[src/rtl/lcd_timing_ctrl_if.sv]
// Pixel request / panel bus between the LCD timing controller, the picture
// generator and the panel pins.
interface lcd_timing_ctrl_if;
    logic [23:0] pix_data;
    logic [9:0]  pix_x;
    logic [9:0]  pix_y;
    logic        lcd_hsync;
    logic        lcd_vsync;
    logic        lcd_de;
    logic [23:0] lcd_rgb;
    logic        frame_start;

    modport master (
        input  pix_data,
        output pix_x, pix_y, lcd_hsync, lcd_vsync, lcd_de, lcd_rgb, frame_start
    );

    modport slave (
        output pix_data,
        input  pix_x, pix_y, lcd_hsync, lcd_vsync, lcd_de, lcd_rgb, frame_start
    );
endinterface

[src/rtl/lcd_timing_ctrl.sv]
// Raster timing for an RGB LCD panel: h/v counters, sync/DE decode, and
// early pixel requests so generator data lines up with DE.
module lcd_timing_ctrl #(
    parameter int H_SYNC   = 128,
    parameter int H_BACK   = 88,
    parameter int H_VALID  = 800,
    parameter int H_FRONT  = 40,
    parameter int V_SYNC   = 2,
    parameter int V_BACK   = 33,
    parameter int V_VALID  = 480,
    parameter int V_FRONT  = 10,
    parameter int PIX_LAT  = 1,
    parameter int SYNC_POL = 0
) (
    input logic               clk_in,
    input logic               sys_rst_n,
    lcd_timing_ctrl_if.master lcd
);
    localparam int H_TOTAL = H_SYNC + H_BACK + H_VALID + H_FRONT;
    localparam int V_TOTAL = V_SYNC + V_BACK + V_VALID + V_FRONT;
    localparam int H_ACT_S = H_SYNC + H_BACK;
    localparam int H_ACT_E = H_ACT_S + H_VALID;
    localparam int H_REQ_S = H_ACT_S - PIX_LAT;
    localparam int H_REQ_E = H_ACT_E - PIX_LAT;
    localparam int V_ACT_S = V_SYNC + V_BACK;
    localparam int V_ACT_E = V_ACT_S + V_VALID;

    localparam logic [10:0] H_LAST   = 11'(H_TOTAL - 1);
    localparam logic [10:0] V_LAST   = 11'(V_TOTAL - 1);
    localparam logic        SYNC_ACT = 1'(SYNC_POL);

    logic [10:0] h_cnt;
    logic [10:0] v_cnt;
    logic        h_act;
    logic        h_req;
    logic        v_act;

    always_ff @(posedge clk_in or negedge sys_rst_n) begin
        if (!sys_rst_n) begin
            h_cnt <= '0;
            v_cnt <= '0;
        end else if (h_cnt == H_LAST) begin
            h_cnt <= '0;
            v_cnt <= (v_cnt == V_LAST) ? 11'd0 : v_cnt + 11'd1;
        end else begin
            h_cnt <= h_cnt + 11'd1;
        end
    end

    // Request window leads the active window by PIX_LAT so the generator's
    // registered reply arrives exactly on the matching DE cycle.
    always_comb begin
        h_act = (h_cnt >= 11'(H_ACT_S)) && (h_cnt < 11'(H_ACT_E));
        h_req = (h_cnt >= 11'(H_REQ_S)) && (h_cnt < 11'(H_REQ_E));
        v_act = (v_cnt >= 11'(V_ACT_S)) && (v_cnt < 11'(V_ACT_E));
    end

    assign lcd.lcd_hsync   = (h_cnt < 11'(H_SYNC)) ? SYNC_ACT : ~SYNC_ACT;
    assign lcd.lcd_vsync   = (v_cnt < 11'(V_SYNC)) ? SYNC_ACT : ~SYNC_ACT;
    assign lcd.lcd_de      = h_act && v_act;
    assign lcd.lcd_rgb     = (h_act && v_act) ? lcd.pix_data : 24'h000000;
    assign lcd.pix_x       = (h_req && v_act) ? 10'(h_cnt - 11'(H_REQ_S)) : 10'h3FF;
    assign lcd.pix_y       = (h_req && v_act) ? 10'(v_cnt - 11'(V_ACT_S)) : 10'h3FF;
    // Counters sit at 0/0 throughout reset; the strobe must stay quiet there.
    assign lcd.frame_start = sys_rst_n && (h_cnt == 11'd0) && (v_cnt == 11'd0);
endmodule

[src/flat_wrapper.sv]
// flat-port wrapper written by rule: the top's interface ports become plain ports
module lcd_timing_ctrl_flat 
#(
    parameter int H_SYNC   = 128,
    parameter int H_BACK   = 88,
    parameter int H_VALID  = 800,
    parameter int H_FRONT  = 40,
    parameter int V_SYNC   = 2,
    parameter int V_BACK   = 33,
    parameter int V_VALID  = 480,
    parameter int V_FRONT  = 10,
    parameter int PIX_LAT  = 1,
    parameter int SYNC_POL = 0
)
  (clk_in, sys_rst_n, lcd_pix_data, lcd_pix_x, lcd_pix_y, lcd_lcd_hsync, lcd_lcd_vsync, lcd_lcd_de, lcd_lcd_rgb, lcd_frame_start);
  lcd_timing_ctrl_if lcd_i ();
  input logic clk_in;
  input logic sys_rst_n;
  input wire logic [$bits(lcd_i.pix_data)-1:0] lcd_pix_data;
  output wire logic [$bits(lcd_i.pix_x)-1:0] lcd_pix_x;
  output wire logic [$bits(lcd_i.pix_y)-1:0] lcd_pix_y;
  output wire logic [$bits(lcd_i.lcd_hsync)-1:0] lcd_lcd_hsync;
  output wire logic [$bits(lcd_i.lcd_vsync)-1:0] lcd_lcd_vsync;
  output wire logic [$bits(lcd_i.lcd_de)-1:0] lcd_lcd_de;
  output wire logic [$bits(lcd_i.lcd_rgb)-1:0] lcd_lcd_rgb;
  output wire logic [$bits(lcd_i.frame_start)-1:0] lcd_frame_start;
  assign lcd_i.pix_data = lcd_pix_data;
  assign lcd_pix_x = lcd_i.pix_x;
  assign lcd_pix_y = lcd_i.pix_y;
  assign lcd_lcd_hsync = lcd_i.lcd_hsync;
  assign lcd_lcd_vsync = lcd_i.lcd_vsync;
  assign lcd_lcd_de = lcd_i.lcd_de;
  assign lcd_lcd_rgb = lcd_i.lcd_rgb;
  assign lcd_frame_start = lcd_i.frame_start;
  lcd_timing_ctrl #(.H_SYNC(H_SYNC), .H_BACK(H_BACK), .H_VALID(H_VALID), .H_FRONT(H_FRONT), .V_SYNC(V_SYNC), .V_BACK(V_BACK), .V_VALID(V_VALID), .V_FRONT(V_FRONT), .PIX_LAT(PIX_LAT), .SYNC_POL(SYNC_POL)) u_core (.clk_in(clk_in), .sys_rst_n(sys_rst_n), .lcd(lcd_i));
endmodule
[config.mk]
export PLATFORM = sky130hd
export DESIGN_NAME = lcd_timing_ctrl_flat
export DESIGN_NICKNAME = d
export VERILOG_FILES = /design/src/rtl/lcd_timing_ctrl_if.sv /design/src/rtl/lcd_timing_ctrl.sv /design/src/flat_wrapper.sv
export SDC_FILE = /design/constraint.sdc
export NUM_CORES = 1
export LEC_CHECK = 0
export CAP_MARGIN = 20
export CORE_ASPECT_RATIO = 0.8
export CORE_MARGIN = 8
export CORE_UTILIZATION = 32
export CTS_CLUSTER_DIAMETER = 40
export DETAILED_ROUTE_END_ITERATION = 12
export SYNTH_ARGS = -nofsm -noshare
export SYNTH_HDL_FRONTEND = slang
export SYNTH_SLANG_ARGS = --single-unit
[constraint.sdc]
create_clock -name clk_in -period 2.8 [get_ports clk_in]
set_clock_uncertainty 0.2 [all_clocks]
set_input_delay 0.56 -clock clk_in [delete_from_list [all_inputs] [get_ports clk_in]]
set_output_delay 0.56 -clock clk_in [all_outputs]
set_load 0.05 [all_outputs]
==> flow_results.xml <==
<?xml version="1.0" encoding="UTF-8"?>
<metrics>
  <group name="route">
    <metric name="remaining_drc_errors" unit="">0</metric>
    <metric name="routed_wirelength" unit="mm">7.35</metric>
    <metric name="num_vias" unit="">2233</metric>
    <metric name="routed_via_density" unit="">5.18</metric>
    <metric name="initialDrtViolationCount" unit="">151</metric>
    <metric name="ant_nets" unit="">0</metric>
    <metric name="firstDrtPassIters" unit="">4</metric>
    <metric name="avgRoutedWirePerCell" unit="µm">17.0</metric>
  </group>
  <group name="floorplanning">
    <metric name="coreArea" unit="mm²">0.00588</metric>
    <metric name="start_util" unit="">0.329</metric>
    <metric name="ios" unit="">74</metric>
    <metric name="chipWidth" unit="µm">103</metric>
    <metric name="num_rows" unit="">25</metric>
    <metric name="dieArea" unit="mm²">0.00880</metric>
    <metric name="die_height" unit="µm">85.5</metric>
  </group>
  <group name="critical_path">
    <metric name="critical_path_arrival" unit="ns">2.16</metric>
    <metric name="cp_data_required_time" unit="ns">2.04</metric>
    <metric name="rrSetupSlack" unit="ns">0.43</metric>
    <metric name="critical_path_class" unit="">flip-flop to output port</metric>
    <metric name="r2r-start" unit="">u_core.h_cnt[10]</metric>
    <metric name="critical_path.reg2reg.endpoint" unit="">u_core.v_cnt[9]</metric>
    <metric name="worst_setup_path_start_kind" unit="">flip-flop</metric>
    <metric name="reg2regPathDepth" unit="">4</metric>
    <metric name="crit_path_max_fanout" unit="">11</metric>
    <metric name="worst_setup_path_end_kind" unit="">output port</metric>
  </group>
  <group name="place">
    <metric name="port-buffer-count" unit="">73</metric>
    <metric name="hpwl_after_detailed_placement" unit="mm">5.20</metric>
    <metric name="placed_cell_area" unit="mm²">0.00301</metric>
    <metric name="gpl.final_weighted_congestion" unit="">0.868</metric>
    <metric name="placedCellCount" unit="">411</metric>
  </group>
  <group name="logic_synthesis">
    <metric name="ys_async_sr_fraction" unit="">1.00</metric>
    <metric name="synth-main-ff-cell" unit="">sky130_fd_sc_hd__dfrtp_1</metric>
    <metric name="synth.largest_area_cell" unit="">sky130_fd_sc_hd__dfrtp_1</metric>
    <metric name="synthDominantCellAreaShare" unit="">0.285</metric>
    <metric name="synth_seq_cells" unit="">22</metric>
    <metric name="synthMostInstantiatedCell" unit="">sky130_fd_sc_hd__nor3_1</metric>
    <metric name="yosys.cell_types.count" unit="">39</metric>
    <metric name="syn-mean-instance-area" unit="µm²">7.50</metric>
    <metric name="postSynthNetCount" unit="">288</metric>
    <metric name="synth_enable_flop_cells" unit="">0</metric>
    <metric name="synth.cells.most_frequent" unit="">32 x sky130_fd_sc_hd__nor3_1, 31 x sky130_fd_sc_hd__inv_1, 26 x sky130_fd_sc_hd__nand3_1</metric>
    <metric name="synth.yosys.seq_area_share" unit="">0.285</metric>
    <metric name="yosys_warnings" unit="">0</metric>
    <metric name="synth.top_cells.by_area" unit="">sky130_fd_sc_hd__dfrtp_1 28%, sky130_fd_sc_hd__nor3_1 8.3%, sky130_fd_sc_hd__nand3_1 6.7%</metric>
    <metric name="synthesis.instances" unit="">258</metric>
    <metric name="syn-cell-area" unit="mm²">0.00193</metric>
  </group>
  <group name="timing">
    <metric name="hold-worst-slack" unit="ns">0.362</metric>
    <metric name="rsz0062_at_grt" unit="">true</metric>
    <metric name="finalMaxSlewViolations" unit="">0</metric>
    <metric name="finalSetupViolCount" unit="">44</metric>
    <metric name="fmax_achieved" unit="GHz">0.342</metric>
    <metric name="worst_slew_pin_slew" unit="ns">0.501</metric>
    <metric name="worst_slack" unit="ns">-0.123</metric>
    <metric name="final-hold-violation-count" unit="">0</metric>
    <metric name="final.min_clock_period" unit="ns">2.92</metric>
    <metric name="final_min_period_over_clock_period" unit="">1.04</metric>
    <metric name="relSlewSlack" unit="">0.665</metric>
  </group>
  <group name="grt">
    <metric name="grt_pass1_wl" unit="mm">11.5</metric>
    <metric name="grt_max_degree" unit="">26</metric>
    <metric name="antenna_found_initial" unit="">0</metric>
    <metric name="globalRoute.totalOverflow" unit="">0</metric>
    <metric name="grt_use_total" unit="">0.162</metric>
    <metric name="grt_pass1_vias" unit="">2182</metric>
  </group>
  <group name="clocking">
    <metric name="clkSlewWorstSetupHoldPaths" unit="ns">0.08</metric>
    <metric name="clk_latency" unit="ns">0.26</metric>
    <metric name="cts_inserted_buffers" unit="">3</metric>
    <metric name="clock_sinks" unit="">22</metric>
    <metric name="clock_tree.root_cell" unit="">sky130_fd_sc_hd__clkbuf_8</metric>
    <metric name="tritoncts_clock_tree" unit="">done</metric>
    <metric name="clock_tree.htree_level_count" unit="">1</metric>
    <metric name="cts_buffer_depth" unit="">2</metric>
  </group>
  <group name="layout">
    <metric name="layout-area-overhead-vs-synth" unit="%">85.1</metric>
    <metric name="multi_input_area" unit="mm²">0.00160</metric>
    <metric name="postLayoutCoreUtil" unit="">0.609</metric>
    <metric name="num-fill-cells" unit="">510</metric>
    <metric name="post_layout_nonfiller_instances" unit="">431</metric>
    <metric name="post-route-cell-area" unit="mm²">0.00358</metric>
    <metric name="count_of_antenna_diodes_in_the_layout" unit="">0</metric>
    <metric name="drive_above_1_share" unit="">0.406</metric>
    <metric name="seq_area" unit="µm²">558</metric>
    <metric name="design.final.nets" unit="">381</metric>
  </group>
  <group name="power">
    <metric name="total_power" unit="µW">606</metric>
    <metric name="total_leakage_power" unit="µW">0.00169</metric>
    <metric name="pwr_density_cell" unit="mW/mm²">169</metric>
    <metric name="vdd_ir_drop_max" unit="µV">133</metric>
  </group>
  <group name="worst_hold_path">
    <metric name="hold_start" unit="">u_core.v_cnt[10]</metric>
    <metric name="min-delay-path-class" unit="">flip-flop to flip-flop</metric>
    <metric name="hold_end" unit="">u_core.v_cnt[10]</metric>
    <metric name="worstHoldPathCells" unit="">1</metric>
  </group>
  <group name="run_status">
    <metric name="failed_checks" unit="">setup timing</metric>
    <metric name="result_of_the_run" unit="">complete, but fails checks</metric>
  </group>
  <group name="job">
    <metric name="maxCapViolations" unit="">0</metric>
  </group>
</metrics>
## critical path: stages, from the launching register on
cell and delay, ns:
sky130_fd_sc_hd__dfrtp_1 0.41, sky130_fd_sc_hd__a2111o_1 0.51, sky130_fd_sc_hd__o32a_4 0.41, sky130_fd_sc_hd__buf_12 0.17
sky130_fd_sc_hd__nor3_4 0.21, sky130_fd_sc_hd__buf_6 0.19
## placed cells by master (no fill, tap or decap), types with 10 or more instances in the layout
master                            synthesis  final
sky130_fd_sc_hd__nand3_1                 26     19
sky130_fd_sc_hd__o21ai_0                 11     10
sky130_fd_sc_hd__nor2_1                  11     10
sky130_fd_sc_hd__buf_6                    3     36
sky130_fd_sc_hd__xor2_1                  11     11
sky130_fd_sc_hd__nand2_1                 12     11
sky130_fd_sc_hd__nor3_4                   0     24
sky130_fd_sc_hd__xnor2_1                 13     13
sky130_fd_sc_hd__dfrtp_1                 22     16
sky130_fd_sc_hd__clkdlybuf4s50_1          0     26
sky130_fd_sc_hd__inv_1                   31     31
sky130_fd_sc_hd__buf_4                    1     38
## sequential cells by signal, indices dropped and copies added, names as in the netlist
signal and flops:
u_core.h_cnt 11, u_core.v_cnt 11
## power breakdown
part           total, µW  switching (µW)  leakage [µW]  internal (µW)
clock network        228             103     0.0000288            125
registers            317               0      0.000284            317
logic               60.7            26.9       0.00138           33.8
total                606             129       0.00169            476
## timing repair
item	4_1_cts	5_1_grt
pin swaps	5	5
cloned	2	0
setup endpoints to repair	45	46
hold buffers	0	0
setup buffers	9	5
resized for setup	69	13
## how the worst max path moves through the flow
stage | depth (start not counted) | slack [ns] | from | to
5_1_grt | 7 | -0.18 | u_core.v_cnt[0] | lcd_pix_x[8]
3_5_place_dp | 6 | -0.07 | u_core.v_cnt[1] | lcd_lcd_rgb[2]
2_1_floorplan | 4 | -0.03 | u_core.v_cnt[3] | lcd_lcd_rgb[0]
3_3_place_gp | 6 | 0.03 | u_core.v_cnt[0] | lcd_lcd_rgb[1]
6_report | 5 | -0.12 | u_core.v_cnt[1] | lcd_lcd_rgb[12]
4_1_cts | 6 | -0.11 | u_core.v_cnt[1] | lcd_pix_x[7]
## layer usage
layer  vias up  GRT usage  routed length (µm)  share of wire
met5         -          0                   0              0
met4         0     0.0354                  37         0.0050
met3         2     0.0267                 735           0.10
met2        99      0.242                3170           0.43
met1      1057      0.235                3410           0.46
li1       1075          -                   -              -
## cell families (layout without fill, tap and decap cells)
logic type	count (synthesis)	in the layout	share of synthesized area
AO/OA/AOI/OAI	37	38	0.122
buffers and inverters	55	146	0.127
flip-flops	22	22	0.285
multiplexers	2	2	0.0129
XOR/XNOR	24	24	0.109
adder cells (fa/ha/maj)	4	4	0.0259
AND/OR/NAND/NOR	114	114	0.319
## stage by stage
step	TNS (ns)	setup WS, ns
2_1_floorplan	-0.358	-0.0319
3_3_place_gp	0	0.0293
3_5_place_dp	-1.09	-0.0688
4_1_cts	-2.70	-0.111
5_1_grt	-5.01	-0.184
6_report	-2.08	-0.123
## final cells by class
type,count,share of cell area
multi-input cells,182,0.448
clock buffers,4,0.0154
repair buffers,111,0.320
flip-flops and latches,22,0.156
inverters,31,0.0325
well taps,81,0.0283
No activity file was read; power rests on OpenSTA's default activity.
